--- src/rtl/perf_dump_unit.sv ---
// perf_dump_unit
//   Counts pipeline performance events while the program runs. When the core
//   signals ecall it freezes the counters and streams out DUMP_WORDS words of
//   data memory followed by the four counters over a valid/ready port.
//
// Ports
//   clk, rst                      clock, asynchronous active-high reset
//   lwstall_a/b                   load-use stall flags (two issue slots)
//   branchstall_a/b               stall-before-branch flags
//   stall                         global pipeline stall
//   bra_op_a/b                    branch op present in each slot
//   ecall                         program end; starts the dump
//   mem_addr / mem_rdata          data-memory read port (combinational data)
//   out_data/out_valid/out_ready  streamed word handshake
//   out_last                      marks the final streamed word
//   done                          dump finished; held until reset
module perf_dump_unit #(
  parameter int DUMP_WORDS = 200,
  parameter int ADDR_W     = 16,
  parameter int DATA_W     = 32
) (
  input  logic              clk,
  input  logic              rst,
  input  logic              lwstall_a,
  input  logic              lwstall_b,
  input  logic              branchstall_a,
  input  logic              branchstall_b,
  input  logic              stall,
  input  logic              bra_op_a,
  input  logic              bra_op_b,
  input  logic              ecall,
  output logic [ADDR_W-1:0] mem_addr,
  input  logic [DATA_W-1:0] mem_rdata,
  output logic [DATA_W-1:0] out_data,
  output logic              out_valid,
  input  logic              out_ready,
  output logic              out_last,
  output logic              done
);

  localparam int IDX_W = $clog2(DUMP_WORDS + 4);
  localparam logic [IDX_W-1:0] MEM_END  = IDX_W'(DUMP_WORDS);
  localparam logic [IDX_W-1:0] LAST_IDX = IDX_W'(DUMP_WORDS + 3);

  typedef enum logic [1:0] {S_RUN, S_RD, S_TX, S_DONE} state_t;

  state_t             state_q;
  logic [IDX_W-1:0]   idx_q;
  logic [DATA_W-1:0]  cyc_q, lw_q, bb_q, ab_q;
  logic [DATA_W-1:0]  data_q;
  logic               valid_q, last_q, done_q;

  logic               is_mem;
  logic [IDX_W-1:0]   cidx;
  logic [DATA_W-1:0]  cnt_word;
  logic [DATA_W-1:0]  word_d;

  assign is_mem = (idx_q < MEM_END);
  assign cidx   = idx_q - MEM_END;

  // Counter words follow the memory words in a fixed order.
  always_comb begin
    cnt_word = cyc_q;
    case (cidx)
      IDX_W'(1): cnt_word = lw_q;
      IDX_W'(2): cnt_word = bb_q;
      IDX_W'(3): cnt_word = ab_q;
      default:   cnt_word = cyc_q;
    endcase
  end

  assign word_d = is_mem ? mem_rdata : cnt_word;

  // Address is only driven while a memory word is being fetched; reset puts
  // the FSM in RUN so this goes to zero immediately with rst.
  assign mem_addr = (state_q == S_RD && is_mem) ? ADDR_W'(idx_q) : '0;

  always_ff @(posedge clk or posedge rst) begin
    if (rst) begin
      state_q <= S_RUN;
      idx_q   <= '0;
      cyc_q   <= '0;
      lw_q    <= '0;
      bb_q    <= '0;
      ab_q    <= '0;
      data_q  <= '0;
      valid_q <= 1'b0;
      last_q  <= 1'b0;
      done_q  <= 1'b0;
    end else begin
      case (state_q)
        S_RUN: begin
          if (ecall) begin
            // Counters freeze on the ecall edge itself.
            idx_q   <= '0;
            state_q <= S_RD;
          end else begin
            cyc_q <= cyc_q + 1'b1;
            if (lwstall_a | lwstall_b)         lw_q <= lw_q + 1'b1;
            if (branchstall_a | branchstall_b) bb_q <= bb_q + 1'b1;
            if (!stall & (bra_op_a | bra_op_b)) ab_q <= ab_q + 1'b1;
          end
        end
        S_RD: begin
          data_q  <= word_d;
          valid_q <= 1'b1;
          last_q  <= (idx_q == LAST_IDX);
          state_q <= S_TX;
        end
        S_TX: begin
          // Word and last flag hold until the sink takes them.
          if (out_ready) begin
            valid_q <= 1'b0;
            last_q  <= 1'b0;
            if (idx_q == LAST_IDX) begin
              done_q  <= 1'b1;
              state_q <= S_DONE;
            end else begin
              idx_q   <= idx_q + 1'b1;
              state_q <= S_RD;
            end
          end
        end
        default: begin
          done_q <= 1'b1;
        end
      endcase
    end
  end

  assign out_data  = data_q;
  assign out_valid = valid_q;
  assign out_last  = last_q;
  assign done      = done_q;

endmodule
--- config.mk ---
export PLATFORM = sky130hd
export DESIGN_NAME = perf_dump_unit
export DESIGN_NICKNAME = d
export VERILOG_FILES = /design/src/rtl/perf_dump_unit.sv
export SDC_FILE = /design/constraint.sdc
export NUM_CORES = 1
export LEC_CHECK = 0
export ABC_AREA = 1
export BUFFER_PORTS_ARGS = -buffer_cell sky130_fd_sc_hd__buf_4
export CORE_MARGIN = 4
export CORE_UTILIZATION = 40
export DETAILED_ROUTE_END_ITERATION = 8
export PLACE_DENSITY = 0.71
export SETUP_SLACK_MARGIN = 0.1
export SLEW_MARGIN = 20
export SYNTH_ARGS = -nofsm -noshare
export SYNTH_HDL_FRONTEND = slang
export SYNTH_SLANG_ARGS = --single-unit
--- constraint.sdc ---
create_clock -name clk -period 4.9 [get_ports clk]
set_clock_uncertainty 0.1 [all_clocks]
set_input_delay 0.49 -clock clk [delete_from_list [all_inputs] [get_ports clk]]
set_output_delay 0.49 -clock clk [all_outputs]
set_load 0.005 [all_outputs]
==> impl_metrics.json <==
{
  "post_cts_buffers": 0,
  "power.density_mw_per_mm2": 373,
  "dieWidth_um": 172,
  "drcViolationCount": 0,
  "status": "finished clean",
  "rr_startpoint": "idx_q[4]",
  "numCtsBuffers": 17,
  "synth-xor-area-share_pct": 9.33,
  "synth_top_area_share_pct": 40.1,
  "vias": 9775,
  "worst_r2r_path_depth": 9,
  "netlist_area_mm2": 0.0108,
  "internal_power_mw": 3.09,
  "fin_crit_ns": 3.34,
  "grt_pass1_wl_mm": 47.1,
  "grt_pass1_vias": 9104,
  "layout-drive-gt1-share_pct": 11.0,
  "critical_path.top_delay_family": "simple AND/OR/NAND/NOR gates",
  "setup_viol": 0,
  "path_common_cell": "nand2_1",
  "path_cells": "inv_1 -> ha_1 -> nand2_1 -> nor2_4 -> nand3_2 -> nand2_2 -> nand2_1 -> nand2_1 -> nand2_1",
  "cts_max_level": 4,
  "setup_tns_ns": 0,
  "power_frac_clock_pct": 34.5,
  "fp.coreArea_mm2": 0.0263,
  "num_rows": 59,
  "pwr-share-comb_pct": 24.0,
  "clock_latency_ns": 0.43,
  "worst_ep_required_time_ns": 5.12,
  "r2r-end": "out_data[31]",
  "grt_max_degree": 174,
  "synth_cell_types": 40,
  "p_leak_nw": 6.28,
  "setup_ws_ns": 1.56,
  "yosys.area.top_type": "dfrtp_1",
  "ys_seq_elements": 173,
  "tightest_slew_ns": 0.985,
  "die_area_mm2": 0.0297,
  "hpwl_mm": 21.8,
  "ant_nets": 0,
  "hp-class": "in2async",
  "wirelength_mm": 29.4,
  "cts_tree": "done",
  "overflow": 0,
  "place_ws_ns": 1.66,
  "synth_top_family_by_area": "simple AND/OR/NAND/NOR gates",
  "cts_num_sinks": 173,
  "ys_top_cells_by_area": "dfrtp_1, nand2_1, xor2_1, inv_1, nor2_1",
  "rsz0062_at_grt": "false",
  "fin_nets": 1611,
  "yosys.area_share.simple_pct": 37.5,
  "slew_headroom_pct": 34.3,
  "power_mw": 4.60,
  "die_y_um": 172,
  "avgViaCountPerCell": 5.14,
  "cp.arrival_ns": 3.56,
  "p_sw_mw": 1.51,
  "start_util_pct": 41.1,
  "irDropWorstVdd_uv": 231,
  "synth_warnings": 0,
  "finalCritPeriodShare_pct": 68.2,
  "drt_iter0_markers": 991,
  "hold_viol_final": 0,
  "grtUsageTotal_pct": 19.9,
  "fillers": 2570,
  "drtPass1Iterations": 5,
  "syn_area_per_cell_um2": 7.23,
  "drv_cap": 0,
  "slowest_delay_ns": 0.87,
  "worstSetupPathType": "reg2reg",
  "seqPwrFrac_pct": 41.5,
  "p_sw_share_pct": 32.8,
  "area_growth_pct": 14.2,
  "slew_violations": 0,
  "final_common_cell": "nand2_1",
  "timing.fmax_mhz": 299,
  "io_buffers": 85,
  "worst-path-buf-inv": 1,
  "cts.path.max_buffers": 2,
  "ctsHoldBuffers": 0,
  "critPathSlowestCell": "nand3_2",
  "n_antenna_cell": 0,
  "syn_inst": 1493,
  "synth_mux_area_share_pct": 0.0928,
  "startpoint_type": "flop",
  "rrSetupSlack_ns": 1.56,
  "synth_seq_area_share_pct": 40.1,
  "antenna_found_initial": 0,
  "ctsResizeCount": 0,
  "post_drt_wl_per_cell_um": 15.5,
  "crit_path_end_kind": "flop",
  "worst-path-max-fanout": 48,
  "globalplace.congestion": 0.935,
  "io_pins": 94,
  "clockRootBuffer": "clkbuf_16",
  "synthAdderAreaFrac_pct": 1.62,
  "clk_pin_slew_ns": 0.07,
  "synth_compound_area_share_pct": 1.47,
  "most-common-layout-cells": "nand2_1, inv_1, nor2_1, dfrtp_1, nand3_1"
}
## cell families (layout without fill, tap and decap cells)
| family | after synthesis | in the layout |
|---|---|---|
| simple gates | 909 | 909 |
| compound gates | 22 | 22 |
| mux | 1 | 1 |
| flops | 173 | 173 |
| fa+ha+maj | 14 | 14 |
| buf+inv | 258 | 325 |
| xor+xnor | 115 | 115 |
| other cells | 1 | 8 |
## sequential cells by signal, indices dropped and copies added, names as in the netlist
signal,cells
lw_q,32
cyc_q,32
ab_q,32
out_last,1
bb_q,32
out_data,32
done,1
state_q,2
out_valid,1
idx_q,8
## power by group through the flow
stage          clock network [mW]  logic [mW]  registers, mW
6_report                     1.59        1.10           1.91
2_1_floorplan                   0       0.674           1.86
3_5_place_dp                    0        1.10           1.92
3_3_place_gp                    0        1.08           1.92
4_1_cts                      1.60        1.11           1.90
5_1_grt                      1.67        1.26           1.93
## cell usage after synthesis, drive strengths merged
master and n:
nor3 40, dfrtp 173, clkinv 3, buf 41
ha 14, inv 198, clkbuf 16, o211ai 1
o21bai 1, nor2 199, xor2 89, xnor2 26
nand3 115, o21ai 12, nand3b 7, nor3b 2
mux2i 1, o22ai 1, o31ai 2, nor4 3
conb 1, a41o 1, a21oi 4, nand2 443
nand4 100
## per-layer routing
layer	up-vias	global-route usage, %	part of all wire (%)	wire, um
met5	-	0	0	0
met2	333	30.5	45	13100
met4	0	5.26	2.2	641
met1	4602	28.9	46	13600
met3	46	4.18	6.9	2030
li1	4794	-	-	-
## area by class of cell
type	instances	area, um^2	area share [%]
Clock buffer	17	425	3.45
Clock inverter	15	256	2.08
Inverter	201	758	6.15
Multi-Input combinational cell	1069	5430	44.1
Sequential cell	173	4330	35.1
Tap cell	335	419	3.40
Timing Repair Buffer	92	703	5.71
## tightest hold or removal path, delay by kind of cell
family / cells / cell delay (ns)
buffers and inverters: 3 / 0.79
## worst max-delay path by stage
stage | startpoint | to | cells after the start
floorplan | rst | ab_q[0] | 1
global placement | idx_q[4] | out_data[15] | 9
detailed placement | idx_q[4] | out_data[31] | 9
CTS | idx_q[4] | out_data[31] | 9
global route | idx_q[4] | out_data[31] | 10
finish | idx_q[4] | out_data[31] | 9
## metrics by stage
step / hold slack, ns / instances / util, % / cell area (um^2)
final: 0.207 / 1902 / 46.9 / 12300
after global routing: 0.283 / 1902 / 46.9 / 12300
after CTS: 0.261 / 1902 / 46.9 / 12300
after detailed placement: 0.371 / 1870 / 44.3 / 11600
after global placement: 0.361 / 1870 / 44.3 / 11600
after floorplan: 0.345 / 1500 / - / 10800
(Power assumes the default switching activity.)
